<file path="src/rtl/byte_link_rx_if.sv">
// Signal bundle for the byte link receiver: peer strobe/ack/data plus the Avalon-MM slave bus.
// The master modport is the driving side (peer PIO and Nios); the slave modport is the receiver.
interface byte_link_rx_if;
  logic [7:0]  link_data;
  logic        link_strobe;
  logic        link_ack;
  logic [1:0]  address;
  logic        chipselect;
  logic        read_n;
  logic        write_n;
  logic [31:0] writedata;
  logic [31:0] readdata;
  logic        irq;

  modport master (
    output link_data, link_strobe, address, chipselect, read_n, write_n, writedata,
    input  link_ack, readdata, irq
  );

  modport slave (
    input  link_data, link_strobe, address, chipselect, read_n, write_n, writedata,
    output link_ack, readdata, irq
  );
endinterface

</file>
<file path="src/rtl/byte_link_rx.sv">
// Receive side of the host/server parallel byte link: synchronised strobe/ack handshake,
// byte FIFO, and an Avalon-MM register window with a level interrupt while data is pending.
module byte_link_rx #(
  parameter int DEPTH  = 16,
  parameter int ADDR_W = 4
) (
  input  logic         clk,
  input  logic         reset_n,
  byte_link_rx_if.slave bus
);

  typedef enum logic {IDLE, ACKED} state_t;

  localparam logic [ADDR_W:0] DEPTH_C = (ADDR_W+1)'(DEPTH);

  state_t            state_q, state_d;
  logic              sync1_q, strobe_s_q;
  logic              ack_q, ack_d;
  logic [7:0]        mem_q [DEPTH];
  logic [ADDR_W-1:0] wr_ptr_q, rd_ptr_q;
  logic [ADDR_W:0]   count_q, count_d;
  logic              stall_q, stall_d;
  logic              irq_en_q, irq_q;
  logic [31:0]       readdata_q, readdata_d;

  logic full, empty, push, stall_set, rd_en, wr_en, pop, flush;

  assign full  = (count_q == DEPTH_C);
  assign empty = (count_q == '0);
  assign rd_en = bus.chipselect && !bus.read_n;
  assign wr_en = bus.chipselect && !bus.write_n;
  assign pop   = rd_en && (bus.address == 2'd0) && !empty;
  assign flush = wr_en && (bus.address == 2'd2) && bus.writedata[1];

  // Only bits [2:0] of writedata carry meaning.
  logic unused_wdata;
  assign unused_wdata = ^bus.writedata[31:3];

  // Handshake FSM: one push per strobe-high period; a full FIFO simply withholds the ack.
  always_comb begin
    state_d   = state_q;
    ack_d     = ack_q;
    push      = 1'b0;
    stall_set = 1'b0;
    unique case (state_q)
      IDLE: begin
        if (strobe_s_q) begin
          if (!full) begin
            push    = 1'b1;
            ack_d   = 1'b1;
            state_d = ACKED;
          end else begin
            stall_set = 1'b1;
          end
        end
      end
      ACKED: begin
        if (!strobe_s_q) begin
          ack_d   = 1'b0;
          state_d = IDLE;
        end
      end
      default: begin
        state_d = IDLE;
        ack_d   = 1'b0;
      end
    endcase
  end

  always_comb begin
    count_d = count_q;
    if (flush)
      count_d = '0;
    else if (push && !pop)
      count_d = count_q + 1'b1;
    else if (pop && !push)
      count_d = count_q - 1'b1;
  end

  always_comb begin
    stall_d = stall_q;
    if (stall_set)
      stall_d = 1'b1;
    else if (wr_en && (bus.address == 2'd1) && bus.writedata[2])
      stall_d = 1'b0;
  end

  always_comb begin
    readdata_d = readdata_q;
    if (rd_en) begin
      unique case (bus.address)
        2'd0:    readdata_d = empty ? 32'd0 : {23'd0, 1'b1, mem_q[rd_ptr_q]};
        2'd1:    readdata_d = {16'd0, 8'(count_q), 5'd0, stall_q, full, empty};
        2'd2:    readdata_d = {30'd0, 1'b0, irq_en_q};
        default: readdata_d = 32'd0;
      endcase
    end
  end

  // Storage has no reset so it maps onto block RAM; a flush or reset only moves the pointers.
  always_ff @(posedge clk) begin
    if (push)
      mem_q[wr_ptr_q] <= bus.link_data;
  end

  always_ff @(posedge clk or negedge reset_n) begin
    if (!reset_n) begin
      state_q    <= IDLE;
      sync1_q    <= 1'b0;
      strobe_s_q <= 1'b0;
      ack_q      <= 1'b0;
      wr_ptr_q   <= '0;
      rd_ptr_q   <= '0;
      count_q    <= '0;
      stall_q    <= 1'b0;
      irq_en_q   <= 1'b0;
      irq_q      <= 1'b0;
      readdata_q <= 32'd0;
    end else begin
      sync1_q    <= bus.link_strobe;
      strobe_s_q <= sync1_q;
      state_q    <= state_d;
      ack_q      <= ack_d;
      count_q    <= count_d;
      stall_q    <= stall_d;
      readdata_q <= readdata_d;
      irq_q      <= irq_en_q && !empty;
      if (flush) begin
        wr_ptr_q <= '0;
        rd_ptr_q <= '0;
      end else begin
        if (push)
          wr_ptr_q <= wr_ptr_q + 1'b1;
        if (pop)
          rd_ptr_q <= rd_ptr_q + 1'b1;
      end
      if (wr_en && (bus.address == 2'd2))
        irq_en_q <= bus.writedata[0];
    end
  end

  assign bus.link_ack = ack_q;
  assign bus.readdata = readdata_q;
  assign bus.irq      = irq_q;

endmodule

</file>
<file path="src/flat_wrapper.sv">
// flat-port wrapper written by rule: the top's interface ports become plain ports
module byte_link_rx_flat 
#(
  parameter int DEPTH  = 16,
  parameter int ADDR_W = 4
)
  (clk, reset_n, bus_link_data, bus_link_strobe, bus_address, bus_chipselect, bus_read_n, bus_write_n, bus_writedata, bus_link_ack, bus_readdata, bus_irq);
  byte_link_rx_if bus_i ();
  input  logic clk;
  input  logic reset_n;
  input wire logic [$bits(bus_i.link_data)-1:0] bus_link_data;
  input wire logic [$bits(bus_i.link_strobe)-1:0] bus_link_strobe;
  input wire logic [$bits(bus_i.address)-1:0] bus_address;
  input wire logic [$bits(bus_i.chipselect)-1:0] bus_chipselect;
  input wire logic [$bits(bus_i.read_n)-1:0] bus_read_n;
  input wire logic [$bits(bus_i.write_n)-1:0] bus_write_n;
  input wire logic [$bits(bus_i.writedata)-1:0] bus_writedata;
  output wire logic [$bits(bus_i.link_ack)-1:0] bus_link_ack;
  output wire logic [$bits(bus_i.readdata)-1:0] bus_readdata;
  output wire logic [$bits(bus_i.irq)-1:0] bus_irq;
  assign bus_i.link_data = bus_link_data;
  assign bus_i.link_strobe = bus_link_strobe;
  assign bus_i.address = bus_address;
  assign bus_i.chipselect = bus_chipselect;
  assign bus_i.read_n = bus_read_n;
  assign bus_i.write_n = bus_write_n;
  assign bus_i.writedata = bus_writedata;
  assign bus_link_ack = bus_i.link_ack;
  assign bus_readdata = bus_i.readdata;
  assign bus_irq = bus_i.irq;
  byte_link_rx #(.DEPTH(DEPTH), .ADDR_W(ADDR_W)) u_core (.clk(clk), .reset_n(reset_n), .bus(bus_i));
endmodule
</file>
<file path="config.mk">
export PLATFORM = sky130hd
export DESIGN_NAME = byte_link_rx_flat
export DESIGN_NICKNAME = d
export VERILOG_FILES = /design/src/rtl/byte_link_rx_if.sv /design/src/rtl/byte_link_rx.sv /design/src/flat_wrapper.sv
export SDC_FILE = /design/constraint.sdc
export NUM_CORES = 1
export LEC_CHECK = 0
export CELL_PAD_IN_SITES_DETAIL_PLACEMENT = 1
export CELL_PAD_IN_SITES_GLOBAL_PLACEMENT = 1
export CORE_MARGIN = 2
export CORE_UTILIZATION = 40
export CTS_BUF_LIST = sky130_fd_sc_hd__clkbuf_4 sky130_fd_sc_hd__clkbuf_8
export CTS_CLUSTER_DIAMETER = 80
export CTS_CLUSTER_SIZE = 25
export DETAILED_ROUTE_END_ITERATION = 7
export PLACE_DENSITY_LB_ADDON = 0.12
export RECOVER_POWER = 100
export SLEW_MARGIN = 20
export SYNTH_ARGS = -nofsm -noshare
export SYNTH_HDL_FRONTEND = slang
export SYNTH_SLANG_ARGS = --single-unit
</file>
<file path="constraint.sdc">
create_clock -name clk -period 4.1 [get_ports clk]
set_input_delay 0.82 -clock clk [delete_from_list [all_inputs] [get_ports clk]]
set_output_delay 0.82 -clock clk [all_outputs]
set_load 0.02 [all_outputs]
</file>
==> flow_summary.rst <==
.. list-table::
   :header-rows: 1

   * - Metric
     - Value
   * - Run status
     - finished with violations
   * - Violations in the final reports
     - max-capacitance violations, max-slew violations
   * - Worst-Margin Slew
     - approximately 1.9 ns
   * - Filler-free cell count of the finished design
     - roughly 650
   * - Clock latency on the worst-skew pair
     - ~0.46 ns
   * - Clock period minus worst slack
     - 3.41 ns
   * - Number of hold violations in the final report
     - 0
   * - Worst hold-check slack
     - around 0.36 ns
   * - Master of the slowest instance on the critical path
     - sky130_fd_sc_hd__or4_1
   * - Share of post-route cells with drive strength above 1
     - ~17%
   * - Aggregate negative setup slack
     - 0 ns
   * - Post-synthesis sequential area ratio
     - 69.0%
   * - Worst setup skew after layout
     - 0.0119 ns
   * - Ys async rst share
     - 20.5%
   * - Leading cell type in the layout, fill and taps excluded
     - sky130_fd_sc_hd__edfxtp_1
   * - Data required time of the critical path
     - between 4 and 5 ns
   * - Post-Layout Inst Area
     - between 7000 and 8000 um2
   * - Antenna violations before repair
     - 0
   * - Number of diodes added for antenna fixing
     - 0
   * - Mean Syn Cell Area
     - ~18 um2
   * - Pwr Total
     - ~4.5 mW
   * - Cell chosen for the clock root
     - sky130_fd_sc_hd__clkbuf_8
   * - Effective utilization at floorplan
     - 40.8%
   * - Total routing resource utilization after global routing
     - roughly 17%
   * - Die width
     - around 130 um
   * - Clock tree from TritonCTS
     - done
   * - Routed wire length per instance
     - roughly 22 um
   * - Maximum buffer depth of the clock tree
     - 2
   * - Crit path capture type
     - register
   * - Slew HR
     - -24.5%
   * - Period utilisation layout
     - approximately 83%
   * - Half-perimeter wire length after placement
     - approximately 9000 um
   * - Static power due to leakage
     - 2.68 nW
   * - Die area
     - approximately 18000 um2
   * - Clock slew at reported path FFs
     - about 0.09 ns
   * - Setup fix buffers added after clock tree synthesis
     - 0
   * - Number of nets at the end of the flow
     - around 480
   * - Power per cell area
     - 586 nW/um2
   * - DRC marker count from the first detailed-route iteration
     - around 120
   * - EDFF count, synth
     - around 130
   * - Worst supply voltage drop on vdd
     - 0.341 mV
   * - Final setup violation count
     - 0
   * - FF+latch count, synth
     - ~160
   * - Cells after DPL
     - 621
   * - Worst hold path class
     - reg2reg
   * - Cells on Worst Hold Path
     - 0
   * - I/O pins
     - between 80 and 90
   * - Count of clock tree sinks
     - roughly 160
   * - Antenna violation net count after detailed routing
     - 0
   * - Placement row count
     - 47
   * - Highest clock rate
     - about 0.29 GHz
   * - Startpoint kind of the worst setup timing path
     - register
   * - Max-capacitance violation count
     - 1
   * - Dominant register cell in the synthesized netlist
     - sky130_fd_sc_hd__edfxtp_1
   * - Unrepaired setup endpoints after global routing
     - no
   * - Grt total ovfl
     - 0
   * - Level count of the clock H-tree
     - 4
   * - Yosys Warn Count
     - 0
   * - Vertical die dimension
     - around 130 um
   * - Slew Viols, Final
     - 34
   * - Synth Cell Area
     - 6760 um2
   * - Cells along the critical path
     - or4_1 -> o21ai_2 -> ha_1 -> inv_1 -> fa_1 -> a21o_1 -> a21oi_1 -> mux2i_1 -> mux2_2
   * - Data arrival time of the critical path
     - around 3.8 ns
   * - Post-synthesis instance total
     - roughly 380
   * - Area Growth Syn to Fin
     - 12.9%
   * - Standard cell core area
     - around 17000 um2
   * - Vias/cell
     - a little over 5
   * - Quantity of I/O buffers inserted on ports
     - 33
   * - Maximum fanout along the worst path
     - 8
   * - Number of global-route vias before repair
     - roughly 3.6k
   * - Largest net degree at the start of global routing
     - 34
   * - Length of the first detailed-routing pass in iterations
     - 4
   * - Placer congestion estimate
     - just under 0.7
   * - Number of library cell types mapped by synthesis
     - slightly below 50
   * - Number of gates resized after CTS
     - 0
   * - Largest stage delay on the critical path
     - around 0.76 ns
   * - Final setup slack of the worst path
     - ~0.69 ns
   * - Placed cell areas
     - just over 7000 um2
   * - Quantity of hold-fixing buffers added after cts
     - 0
   * - Remaining DRCs
     - 0
   * - Utilization after layout
     - roughly 46%
   * - Classification of the worst setup path
     - reg2reg
   * - Worst reg2reg path depth
     - 9
   * - Drt total wl
     - approximately 14000 um
   * - Dpl ws
     - around 0.50 ns
   * - Vias
     - 3386
   * - First-pass GRT wire length
     - roughly 22000 um
   * - Commonest cells after routing, fill and taps aside
     - 128 x sky130_fd_sc_hd__edfxtp_1, 32 x sky130_fd_sc_hd__mux4_2, 32 x sky130_fd_sc_hd__dfrtp_1
   * - CTS Buf Count
     - 17
==> power by group <==
part	leakage [nW]	switching [mW]	internal (mW)	total (mW)
clock network	0.194	0.616	0.556	1.17
logic	0.920	0.564	0.564	1.13
registers	1.57	0.243	1.93	2.18
==> cell type report <==
cell class,count,area (um2)
inverter,6,22.5
clock inverter,14,153
fill,1609,8950
timing repair buffer,41,373
multi-input combinational,193,1900
sequential,161,4670
tap,220,275
clock buffer,18,241
==> critical path: cells and delay by family, from the launching register on <==
family                     cells  cell delay [ns]
AOI/OAI and AO/OA              3             0.71
adders and majority gates      2             0.69
buffers and inverters          1             0.12
DFF                            1             0.46
muxes                          2             0.56
and+or+nand+nor                1             0.76
==> kinds of logic after synthesis <==
family | synth area share (%)
DFF | 69.0
and+or+nand+nor | 5.51
muxes | 13.9
buffers and inverters | 3.74
AOI/OAI and AO/OA | 4.51
adders and majority gates | 2.15
xor gates and xnor gates | 1.04
other | 0.0555
==> final timing paths <==
path	slack, ns	start	end
min in group asynchronous	0.86	reset_n	u_core.count_q[2]
max in group asynchronous	2.02	reset_n	u_core.rd_ptr_q[2]
worst max-delay path	0.69	u_core.count_q[2]	u_core.count_q[4]
worst min-delay path	0.36	u_core.sync1_q	u_core.strobe_s_q
worst max register to register	0.69	u_core.count_q[2]	u_core.count_q[4]
worst min register to register	0.36	u_core.sync1_q	u_core.strobe_s_q
==> state kept, by name, summed over array words and instances, names as in the netlist <==
register and cells:
u_core.bus.irq 1, u_core.bus.link_ack 1, u_core.bus.readdata 13, u_core.count_q 5, u_core.irq_en_q 1, u_core.mem_q 128
u_core.rd_ptr_q 4, u_core.stall_q 1, u_core.state_q 1, u_core.strobe_s_q 1, u_core.sync1_q 1, u_core.wr_ptr_q 4
==> cell usage after synthesis, drive strengths merged, types with 2 or more instances <==
cell type / number / share of area (%)
clkbuf: 9 / 0.50
mux4: 32 / 11
mux2: 2 / 0.33
and2: 13 / 1.2
a22o: 4 / 0.52
a211oi: 2 / 0.22
and3: 2 / 0.18
nor3: 2 / 0.15
and3b: 2 / 0.26
nand3: 2 / 0.15
buf: 27 / 2.9
and4: 3 / 0.39
a21o: 2 / 0.22
a21oi: 5 / 0.43
xor2: 3 / 0.39
nand2b: 3 / 0.28
nand3b: 2 / 0.22
a221o: 2 / 0.30
mux2i: 20 / 3.0
nor2b: 3 / 0.28
o22ai: 3 / 0.28
edfxtp: 128 / 57
nor2: 17 / 0.94
o221ai: 5 / 0.65
dfrtp: 33 / 12
o21a: 3 / 0.33
nand2: 9 / 0.50
o21ai: 4 / 0.35
o211ai: 4 / 0.85
xnor2: 5 / 0.65
inv: 6 / 0.33
ha: 10 / 1.9
==> layer usage <==
layer	global-route usage (%)	vias up	routed length, um
li1	-	1530	-
met1	22.8	1776	6360
met2	28.2	68	6980
met3	4.01	12	574
met4	5.96	0	142
met5	0	-	0
(Power assumes the default switching activity.)
